[src/rtl/module_add_zero_point_1x8.sv]
// module_add_zero_point_1x8
//   Adds a signed 8-bit output zero point to eight signed 16-bit requantized
//   lanes and clamps each lane to an unsigned 8-bit activation.
//   Two-stage valid/ready pipeline:
//     S1 holds the 17-bit sums.
//     S2 holds the clamped bytes.
//   Sustains one beat per cycle with a latency of 2 cycles.
//
// Optional feature (macro ADD_ZP_SAT_CNT_EN):
//   Adds a saturating counter of clamped lanes, counted on each output
//   transfer, with a synchronous clear.
//
// Ports:
//   clk, rst          clock; synchronous active-high reset
//   zero_point        signed 8-bit zero point, captured with each accepted beat
//   in_valid/in_ready input handshake
//   data_in           8 x signed 16-bit lanes, lane i at [16i+15:16i]
//   out_valid/out_ready output handshake
//   data_out          8 x unsigned 8-bit lanes, lane i at [8i+7:8i]
//   sat_clr, sat_cnt  counter clear / clamped-lane count (ADD_ZP_SAT_CNT_EN only)
module module_add_zero_point_1x8 #(
  parameter int SAT_CNT_W = 16
) (
  input  logic                 clk,
  input  logic                 rst,
  input  logic signed [7:0]    zero_point,
  input  logic                 in_valid,
  output logic                 in_ready,
  input  logic [127:0]         data_in,
  output logic                 out_valid,
  input  logic                 out_ready,
  output logic [63:0]          data_out
`ifdef ADD_ZP_SAT_CNT_EN
  ,
  input  logic                 sat_clr,
  output logic [SAT_CNT_W-1:0] sat_cnt
`endif
);

  logic        stall;
  logic        s1_valid;
  logic [16:0] s1_sum [8];
  logic [16:0] sum_d  [8];
  logic [63:0] clamp_d;

  // A full output stage that is not being taken freezes the whole pipe.
  assign stall    = out_valid & ~out_ready;
  assign in_ready = ~stall;

  // 17-bit two's-complement sum; both operands are sign-extended by hand.
  always_comb begin
    for (int unsigned i = 0; i < 8; i++) begin
      sum_d[i] = {data_in[16*i+15], data_in[16*i +: 16]}
               + {{9{zero_point[7]}}, zero_point};
    end
  end

  // Negative sums have bit 16 set.
  // A non-negative sum above 255 has a set bit somewhere in [15:8].
  always_comb begin
    clamp_d = '0;
    for (int unsigned i = 0; i < 8; i++) begin
      if (s1_sum[i][16]) begin
        clamp_d[8*i +: 8] = '0;
      end else if (|s1_sum[i][15:8]) begin
        clamp_d[8*i +: 8] = '1;
      end else begin
        clamp_d[8*i +: 8] = s1_sum[i][7:0];
      end
    end
  end

  always_ff @(posedge clk) begin
    if (rst) begin
      s1_valid  <= 1'b0;
      out_valid <= 1'b0;
      data_out  <= '0;
      for (int unsigned i = 0; i < 8; i++) begin
        s1_sum[i] <= '0;
      end
    end else if (!stall) begin
      s1_valid  <= in_valid;
      out_valid <= s1_valid;
      data_out  <= clamp_d;
      for (int unsigned i = 0; i < 8; i++) begin
        s1_sum[i] <= sum_d[i];
      end
    end
  end

`ifdef ADD_ZP_SAT_CNT_EN
  logic [3:0]           nsat_d;
  logic [3:0]           s2_nsat;
  logic [SAT_CNT_W:0]   cnt_sum;

  // Count of clamped lanes is computed alongside the clamp.
  // It travels with the beat through S2 so it is added exactly when that
  // beat is handed downstream.
  always_comb begin
    nsat_d = '0;
    for (int unsigned i = 0; i < 8; i++) begin
      nsat_d = nsat_d + 4'(s1_sum[i][16] | (|s1_sum[i][15:8]));
    end
  end

  assign cnt_sum = {1'b0, sat_cnt} + (SAT_CNT_W+1)'(s2_nsat);

  always_ff @(posedge clk) begin
    if (rst) begin
      s2_nsat <= '0;
      sat_cnt <= '0;
    end else begin
      if (!stall) begin
        s2_nsat <= nsat_d;
      end
      if (sat_clr) begin
        sat_cnt <= '0;
      end else if (out_valid && out_ready) begin
        sat_cnt <= cnt_sum[SAT_CNT_W] ? '1 : cnt_sum[SAT_CNT_W-1:0];
      end
    end
  end
`endif

endmodule

[config.mk]
export PLATFORM = sky130hd
export DESIGN_NAME = module_add_zero_point_1x8
export DESIGN_NICKNAME = d
export VERILOG_FILES = /design/src/rtl/module_add_zero_point_1x8.sv
export SDC_FILE = /design/constraint.sdc
export NUM_CORES = 1
export LEC_CHECK = 0
export CAP_MARGIN = 10
export CORE_UTILIZATION = 55
export DETAILED_ROUTE_END_ITERATION = 10
export HOLD_SLACK_MARGIN = 0.12
export PLACE_DENSITY = 0.8
export SKIP_CTS_REPAIR_TIMING = 1
export SLEW_MARGIN = 20
export SYNTH_ARGS = -nofsm -noshare
export SYNTH_HDL_FRONTEND = slang
export SYNTH_SLANG_ARGS = --single-unit
[constraint.sdc]
create_clock -name clk -period 4.5 [get_ports clk]
set_input_delay 0.9 -clock clk [delete_from_list [all_inputs] [get_ports clk]]
set_output_delay 0.9 -clock clk [all_outputs]
set_load 0.005 [all_outputs]
==> impl_metrics.tcl <==
set metrics [dict create \
    run_status "finished, final reports clean" \
    fp.dieArea_sq_um 24470 \
    worstMarginPinSlew_ps 732.4 \
    antenna_found_initial 5 \
    post-route-drc-count 0 \
    setup_tns_ps 0 \
    critical_path.max_fanout 7 \
    initial_core_util_pct 56.04 \
    grt_max_degree 65 \
    vdd.ir_drop.worst_v 0.0002694 \
    synthDominantAreaCellType "edfxtp_1" \
    die-height_um 156.4 \
    arrival_ps 3910 \
    setup_viol_count_final 0 \
    criticalPathCategory "input port to flop" \
    number_of_instances_in_the_synthesized_netlist 1429 \
    timing.hold.worst.class "flop to flop" \
    timing.critical_path.mode_cell "o21ai_1" \
    synth.cell_area_sq_um 13120 \
    area_growth_syn_to_layout_pct 24.66 \
    cts.sink_count 202 \
    worst_setup_hold_path_clk_slew_ps 60 \
    relSlewSlack_pct 51.18 \
    synth.distinct_cells 63 \
    layout_common_cells "211 x nor2_1, 203 x clkdlybuf4s50_1, 137 x nand2_1, 136 x edfxtp_1, 128 x ha_1" \
    route.antenna.remaining_nets 0 \
    placement_rows 56 \
    finalClockSkew_ps 20.30 \
    detail_route.first_pass.iterations 5 \
    clk_root_buffer_cell "clkbuf_16" \
    tritoncts "done" \
    drv_slew 0 \
    final_cell_count_no_fill 1970 \
    critPathMaxStageDelay_ps 760 \
    number_of_synthesized_flops_with_an_enable_pin 136 \
    detail_route.wirelength_um 35550 \
    cp_launch_type "input port" \
    most_area_consuming_cells_after_synthesis "edfxtp_1 31%, ha_1 12%, dfxtp_1 10%" \
    gp_congestion 0.9514 \
    dpl.cell_count 1925 \
    yosysSeqAreaShare_pct 41.21 \
    initialDrtViolationCount 685 \
    die_width_um 156.4 \
    final.period_utilization_pct 81.53 \
    worst_setup_path_end_kind "flop" \
    grt_overflow 0 \
    synthesis.yosys.warnings 0 \
    layout.nets 1906 \
    groute.usage.overall_pct 28.99 \
    rsz0062_at_grt "no" \
    first_pass_grt_wire_length_um 55660 \
    ys_dominant_reg_cell "edfxtp_1" \
    wire_per_inst_um 18.05 \
    buffer_ports.inserted 205 \
    htree_num_levels 1 \
    crit_buf_inv 1 \
    detailedPlacementHpwl_um 26100 \
    cpMaxStageDelayCell "clkdlybuf4s50_1" \
    synth_top_area_share_pct 31.14 \
    worst_path_dominant_cell_family "compound AO/OA/AOI/OAI gates" \
    core-area_sq_um 23400 \
    synth-async-reset-ratio_pct 0 \
    worstPathRequired_ps 4740 \
    routed-via-count 11686 \
    max_clock_freq_ghz 0.2726 \
    power_density_nw_per_um2 355.1 \
    number_of_global_route_vias_before_repair 10994 \
    drv.max_cap_violation_count 0 \
    clk-insertion-delay-late_ps 510 \
    final.min_clock_period_ps 3669 \
    layout.cells.most_common "nor2_1" \
    hold_viol_final 0 \
    io_pins 206 \
    p_leak_nw 6.587 \
    final_layout_size_suffix_gt1_share_pct 4.496 \
    cts_buffers 22 \
    synth.avg_cell_area_sq_um 9.178 \
    ys_seq_elements 202 \
    critical_path.cell_chain "clkdlybuf4s50_1, ha_1, fa_1, a211oi_1, o21ai_1, a41oi_1, o21ai_1, xnor2_1, nor2_1" \
    syn-num-nets 1705 \
    post_drt_via_cell_ratio 5.932 \
    cts_max_path_buffers 3 \
]
## routing by layer
metal	global-route usage [%]	routed length, um	vias up
li1	-	-	5709
met1	38.60	15030	5443
met2	47.45	16290	470
met3	5.456	3238	62
met4	9.617	979	2
met5	0	12	-
## worst register-to-register path, delay by kind of cell (launching register included)
family	cells	cell delay (ps)
and+or+nand+nor	2	250
buffers and inverters	3	1110
DFF	1	310
## metrics by stage
stage	cell area (sq um)	total power [W]	util (%)	setup WS, ps	hold WS (ps)
2_1_floorplan	13120	0.003312	-	991.1	432.2
3_3_place_gp	15570	0.003885	66.53	475.4	435.7
3_5_place_dp	15570	0.003911	66.53	412.9	440.4
4_1_cts	16340	0.005819	69.81	886.1	446.9
5_1_grt	16340	0.006072	69.81	705.5	463.6
6_report	16350	0.005805	69.86	831.1	443.0
## Yosys cell counts, drive strengths merged (4+ instances only)
library cell and count:
nor2 213, o21ai 150, nand2 137, edfxtp 136, ha 128, a21oi 90
dfxtp 66, xnor2 49, nor3 43, clkbuf 40, a211oi 36, a21o 29
nor4 24, o21a 24, xor2 24, nand4 18, o21bai 18, and2 17
nand3 17, nor2b 16, a31oi 15, inv 15, or3 14, o31ai 13
and3 10, buf 8, fa 8, nand2b 8, o211ai 7, a2111oi 6
a211o 4, a31o 4, mux2 4
## where the power goes
part           internal, W  switching (W)  leakage (nW)
sequential         0.00227       0.000100          2.12
combinational     0.000728       0.000804          4.09
clock              0.00116       0.000748         0.375
## cells by family (layout without fill, tap and decap cells)
logic type / count (synthesis) / count (layout) / synth area share [%]
AOI/OAI and AO/OA: 417 / 417 / 19.80
xor gates and xnor gates: 73 / 73 / 4.875
adders and majority gates: 136 / 136 / 13.43
buffers and inverters: 63 / 280 / 1.813
DFF: 202 / 202 / 41.21
muxes: 7 / 7 / 0.5724
other: 0 / 5 / 0
and+or+nand+nor: 531 / 531 / 18.30
## worst paths after layout
check	cells after the start	end	start	slack [ps]
worst min-delay path	2	data_out[6]	data_out[6]	440
worst max-delay path	9	s1_sum[0][44]	zero_point[0]	830
worst min register to register	2	data_out[6]	data_out[6]	440
worst max register to register	5	s1_sum[1][26]	out_valid	2470
## registers in the layout (all words and copies together) (netlist names)
signal     flops
out_valid      1
s1_sum       136
s1_valid       1
data_out      64
## area by class of cell
cell class | count | area (sq um)
clock buffers | 29 | 628.1
multi-input cells | 1164 | 7487
repair buffers | 225 | 2220
diodes | 5 | 12.51
flip-flops and latches | 202 | 5405
fillers | 1889 | 7053
inverters | 15 | 58.81
well taps | 319 | 399.1
clock inverters | 11 | 138.9
Power figures use the tool's default switching activity.
